$ cat config.mk
export PLATFORM = sky130hd
export DESIGN_NAME = tns_enc_22_seq
export DESIGN_NICKNAME = d
export VERILOG_FILES = /design/src/rtl/tns_enc_22_seq_pkg.sv /design/src/rtl/tns_weight_sel_22.sv /design/src/rtl/tns_enc_22_seq.sv
export SDC_FILE = /design/constraint.sdc
export NUM_CORES = 1
export LEC_CHECK = 0
export ABC_AREA = 0
export CAP_MARGIN = 20
export CORE_UTILIZATION = 52
export CTS_BUF_LIST = sky130_fd_sc_hd__clkbuf_16
export DETAILED_ROUTE_END_ITERATION = 10
export MAX_ROUTING_LAYER = met4
export PLACE_DENSITY = 0.75
export SLEW_MARGIN = 20
export SYNTH_ARGS = -nofsm -noshare
export SYNTH_HDL_FRONTEND = slang
export SYNTH_SLANG_ARGS = --single-unit
$ cat constraint.sdc
create_clock -name clk -period 6.7 [get_ports clk]
set_input_delay 0.67 -clock clk [delete_from_list [all_inputs] [get_ports clk]]
set_output_delay 0.67 -clock clk [all_outputs]
set_load 0.02 [all_outputs]
$ cat src/rtl/tns_enc_22_seq_pkg.sv
// Shared constants, types and state encoding for the 22-bit TNS encoder.
package tns_enc_22_seq_pkg;

   // Data word width and codeword length.
   localparam int unsigned BLEN08_C     = 20;
   localparam int unsigned TNS_CW22_LEN = 22;
   localparam int unsigned IDX_W        = 5;

   typedef logic [BLEN08_C-1:0]     data_t;
   typedef logic [TNS_CW22_LEN-1:0] code_t;
   typedef logic [IDX_W-1:0]        idx_t;

   // Codeword bit weights, W[0] = TNS01_C up to W[21] = TNS08_C.
   localparam data_t TNS01_C = 20'd1;
   localparam data_t TNS01_B = 20'd2;
   localparam data_t TNS01_A = 20'd4;
   localparam data_t TNS02_C = 20'd7;
   localparam data_t TNS02_B = 20'd13;
   localparam data_t TNS02_A = 20'd24;
   localparam data_t TNS03_C = 20'd44;
   localparam data_t TNS03_B = 20'd81;
   localparam data_t TNS03_A = 20'd149;
   localparam data_t TNS04_C = 20'd274;
   localparam data_t TNS04_B = 20'd504;
   localparam data_t TNS04_A = 20'd927;
   localparam data_t TNS05_C = 20'd1705;
   localparam data_t TNS05_B = 20'd3136;
   localparam data_t TNS05_A = 20'd5768;
   localparam data_t TNS06_C = 20'd10609;
   localparam data_t TNS06_B = 20'd19513;
   localparam data_t TNS06_A = 20'd35890;
   localparam data_t TNS07_C = 20'd66012;
   localparam data_t TNS07_B = 20'd121415;
   localparam data_t TNS07_A = 20'd223317;
   localparam data_t TNS08_C = 20'd410744;

   // Index of the first (most significant) codeword bit resolved.
   localparam idx_t IDX_MSB = idx_t'(TNS_CW22_LEN - 1);

   typedef enum logic [1:0] {
      StIdle,
      StRun,
      StDone
   } tns_state_e;

endpackage

$ cat src/rtl/tns_weight_sel_22.sv
// Combinational weight lookup: codeword bit index to its TNS weight.
module tns_weight_sel_22
   import tns_enc_22_seq_pkg::*;
(
   input  logic [IDX_W-1:0]    idx,
   output logic [BLEN08_C-1:0] weight
);

   // Indices beyond bit 21 select a zero weight.
   always_comb begin
      weight = '0;
      case (idx)
         5'd0:    weight = TNS01_C;
         5'd1:    weight = TNS01_B;
         5'd2:    weight = TNS01_A;
         5'd3:    weight = TNS02_C;
         5'd4:    weight = TNS02_B;
         5'd5:    weight = TNS02_A;
         5'd6:    weight = TNS03_C;
         5'd7:    weight = TNS03_B;
         5'd8:    weight = TNS03_A;
         5'd9:    weight = TNS04_C;
         5'd10:   weight = TNS04_B;
         5'd11:   weight = TNS04_A;
         5'd12:   weight = TNS05_C;
         5'd13:   weight = TNS05_B;
         5'd14:   weight = TNS05_A;
         5'd15:   weight = TNS06_C;
         5'd16:   weight = TNS06_B;
         5'd17:   weight = TNS06_A;
         5'd18:   weight = TNS07_C;
         5'd19:   weight = TNS07_B;
         5'd20:   weight = TNS07_A;
         5'd21:   weight = TNS08_C;
         default: weight = '0;
      endcase
   end

endmodule

$ cat src/rtl/tns_enc_22_seq.sv
// Sequential greedy binary-to-TNS encoder, one codeword bit per clock, MSB first.
module tns_enc_22_seq
   import tns_enc_22_seq_pkg::*;
(
   input  logic                    clk,
   input  logic                    rst,
   input  logic                    in_valid,
   output logic                    in_ready,
   input  logic [BLEN08_C-1:0]     datain,
   output logic                    out_valid,
   input  logic                    out_ready,
   output logic [TNS_CW22_LEN-1:0] codeout,
   output logic                    out_err
);

   tns_state_e state_q, state_d;
   data_t      rem_q, rem_d;
   code_t      code_q, code_d;
   idx_t       idx_q, idx_d;
   logic       err_q, err_d;

   data_t      weight;
   logic       take;

   tns_weight_sel_22 u_weight_sel (
      .idx    (idx_q),
      .weight (weight)
   );

   // Unsigned compare; subtraction is only applied when it cannot wrap.
   assign take = (rem_q >= weight);

   // Next-state logic for the handshake FSM and the greedy datapath.
   always_comb begin
      state_d = state_q;
      rem_d   = rem_q;
      code_d  = code_q;
      idx_d   = idx_q;
      err_d   = err_q;
      case (state_q)
         StIdle: begin
            if (in_valid) begin
               rem_d   = datain;
               code_d  = '0;
               idx_d   = IDX_MSB;
               err_d   = 1'b0;
               state_d = StRun;
            end
         end
         StRun: begin
            code_d[idx_q] = take;
            if (take) begin
               rem_d = rem_q - weight;
            end
            if (idx_q == '0) begin
               // Anything left after bit 0 cannot be represented.
               err_d   = (rem_d != '0);
               state_d = StDone;
            end else begin
               idx_d = idx_q - idx_t'(1);
            end
         end
         StDone: begin
            if (out_ready) begin
               state_d = StIdle;
            end
         end
         default: state_d = StIdle;
      endcase
   end

   // State and datapath registers with synchronous reset.
   always_ff @(posedge clk) begin
      if (rst) begin
         state_q <= StIdle;
         rem_q   <= '0;
         code_q  <= '0;
         idx_q   <= '0;
         err_q   <= 1'b0;
      end else begin
         state_q <= state_d;
         rem_q   <= rem_d;
         code_q  <= code_d;
         idx_q   <= idx_d;
         err_q   <= err_d;
      end
   end

   // Handshake flags decode straight from the state register.
   assign in_ready  = (state_q == StIdle);
   assign out_valid = (state_q == StDone);
   assign codeout   = code_q;
   assign out_err   = err_q;

endmodule

==> flow_summary.ini <==
[outcome]
status = completed

[global_routing]
overflow = 0
grt_use_total_pct = 30.2
grt_max_degree = 34
grt_pass1_wl_mm = 20.0
grt_pass1_vias = 4063
antenna_found_initial = 0

[setup_path]
path_max_fanout = 27
cp.required_ns = 6.91
path_class = primary input to flip-flop
worstSetupStartpointType = primary input
arrival_ns = 3.78
r2r_cells = 11
cp-end-kind = flip-flop

[clocking]
post_cts_buffers = 0
clock_sinks = 69
clkTransAtPathRegs_ns = 0.06
clk_latency_ns = 0.33
cts_buffers = 9
ctsHoldBuffers = 0
cts_resized = 0
cts.htree.levels = 3
clockBufferDepth = 2
cts-root-buf = clkbuf_16
cts_tree = yes

[logic_synthesis]
synth_area_leader_cell = dfxtp_1
syn_nets = 587
synth_area_leaders = dfxtp_1 32%, ha_1 8.6%, a22oi_1 6.4%, a21oi_1 4.7%, a31oi_1 3.9%
synth.distinct_cells = 72
syn_area_um2 = 4350
synth_mux_area_share_pct = 1.21
synth_seq_cells = 69
async_flop_share_pct = 0
yosys-top-cells-count = 69 x dfxtp_1, 42 x nor2_1, 41 x a21oi_1, 37 x a22oi_1, 34 x nand2_1
synth_most_common_cell = dfxtp_1
synth_edf_count = 0
synth-xor-area-share_pct = 2.82
yosysSeqAreaShare_pct = 31.8
synth_top_area_share_pct = 31.8
synth-simple-area-share_pct = 21.6
yosysWarnings = 0
syn-instance-count = 532
syn-mean-instance-area_um2 = 8.17
synth_compound_area_share_pct = 27.9
synth_adder_area_share_pct = 9.09
synth_ff_type = dfxtp_1
synth_top_family_by_area = compound AO/OA/AOI/OAI gates

[die]
start_util_pct = 55.1
die_w_um = 93.4
fp-row-count = 32
fp.dieH_um = 93.4
num_io_pins = 49
dieArea_um2 = 8730
design.core.area_um2 = 7890

[sta]
clock-skew-final_ns = 0.0105
timing.slew.headroom_pct = 30.2
finalCritPeriodShare_pct = 53.3
fmax_mhz = 280
worstMarginPinSlew_ns = 1.05
rsz0062_at_grt = false
holdWs_ns = 0.485
setup_viol = 0
slew_viol_final = 0
final_hold_viol_count = 0
fin_setup_tns_ns = 0
setup_ws_ns = 3.13
finalCriticalPeriod_ns = 3.57

[route]
drt-met1-wl_mm = 5.53
highest_layer = met4
dr.pass1.iters = 5
drt_iter0_markers = 425
dr_total_vias = 4317
post_drt_wl_per_cell_um = 18.4
vias_per_cell = 6.42
routed-wl-met3_um = 956
drcViolationCount = 0
wl_mm = 12.3
dr_wl_met2_mm = 5.50
antenna_left = 0

[worst_hold_path]
worstHoldPathCells = 2
hp-class = flip-flop to flip-flop

[power_and_ir_drop]
power.density_nw_per_um2 = 391
p_sw_mw = 0.833
seqPwrFrac_pct = 25.4
peakVddDrop_mv = 0.201
power.leakage_nw = 2.01
p_total_mw = 2.02
swShare_pct = 41.3
clkPwrFrac_pct = 24.8
p_int_mw = 1.19
comb_power_share_pct = 49.8

[cells_and_area]
stdcell_count = 672
drive_gt1_share_pct = 6.32
nFillCells = 626
layout.nets = 621
regArea_um2 = 1380
syn_to_final_growth_pct = 18.8
antennaDiodeCount = 0
multiInputGateArea_um2 = 2730

[placed_design]
portBuffers = 48
post-place-ws_ns = 2.84
dp_hpwl_mm = 9.17
place_inst = 657
routabilityCongestion = 0.976

[flow_run]
drv_cap = 0
-- registers in the layout, indices dropped and copies added, names as in the netlist --
register / cells
codeout: 22
rem_q: 20
u_weight_sel.weight: 19
idx_q: 5
state_q: 2
out_err: 1
-- power groups by stage --
stage / logic, mW / registers (mW) / clock network [mW]
2_1_floorplan: 0.763 / 0.503 / 0
3_3_place_gp: 0.962 / 0.517 / 0
3_5_place_dp: 0.975 / 0.519 / 0
4_1_cts: 0.984 / 0.511 / 0.501
5_1_grt: 1.10 / 0.518 / 0.523
6_report: 1.01 / 0.512 / 0.500
-- per-layer routing --
layer,up-vias,GRT usage (%)
met1,2040,39.8
met5,-,-
met4,0,13.7
met3,35,5.85
met2,205,44.8
li1,2037,-
-- cell type report --
| cell class | count | share of cell area, % |
|---|---|---|
| Inverter | 31 | 2.25 |
| Clock inverter | 6 | 1.70 |
| Clock buffer | 9 | 4.36 |
| Tap cell | 102 | 2.47 |
| Timing Repair Buffer | 51 | 9.74 |
| Sequential cell | 69 | 26.7 |
| Multi-Input combinational cell | 404 | 52.7 |
-- critical path: stages --
cell,delay (ns)
clkdlybuf4s50_1,0.49
and2_1,0.83
nor2_1,0.14
mux2_2,0.37
nor2_1,0.29
inv_1,0.14
ha_1,0.29
a21oi_1,0.14
o21ai_0,0.10
a221o_1,0.32
-- metrics by stage --
step	area, um^2	utilization (%)
detailed placement	4850	61.5
global placement	4850	61.5
floorplan	4350	-
CTS	5160	65.5
finish	5170	65.5
global route	5170	65.5
-- final timing paths --
| path | start | to | slack (ns) |
|---|---|---|---|
| min reg2reg | rem_q[2] | rem_q[2] | 0.49 |
| max reg2reg | idx_q[0] | u_weight_sel.weight[6] | 3.29 |
| min | rem_q[2] | rem_q[2] | 0.49 |
| max | in_valid | u_weight_sel.weight[6] | 3.13 |
-- cells in the final DEF, fill, tap and decap left out, drive strengths merged, types with 6 or more instances in the layout --
cell	n
nand2b	11
clkbuf	9
nand3	13
and2	11
o21ai	21
a31oi	27
o21a	6
nor3	13
nand2	35
nor2	44
a21oi	41
dfxtp	69
clkdlybuf4s50	48
a211oi	6
nand4	8
nor2b	7
xnor2	9
inv	32
a22oi	37
a21o	7
ha	30
-- cells by family (layout without fill, tap and decap cells) --
kind of cell | count (synthesis) | in the layout
buf+inv | 59 | 97
xor+xnor | 14 | 14
fa+ha+maj | 31 | 31
simple gates | 173 | 173
flops | 69 | 69
compound gates | 181 | 181
mux | 5 | 5
Note: power is estimated with default switching activity, not from simulation.
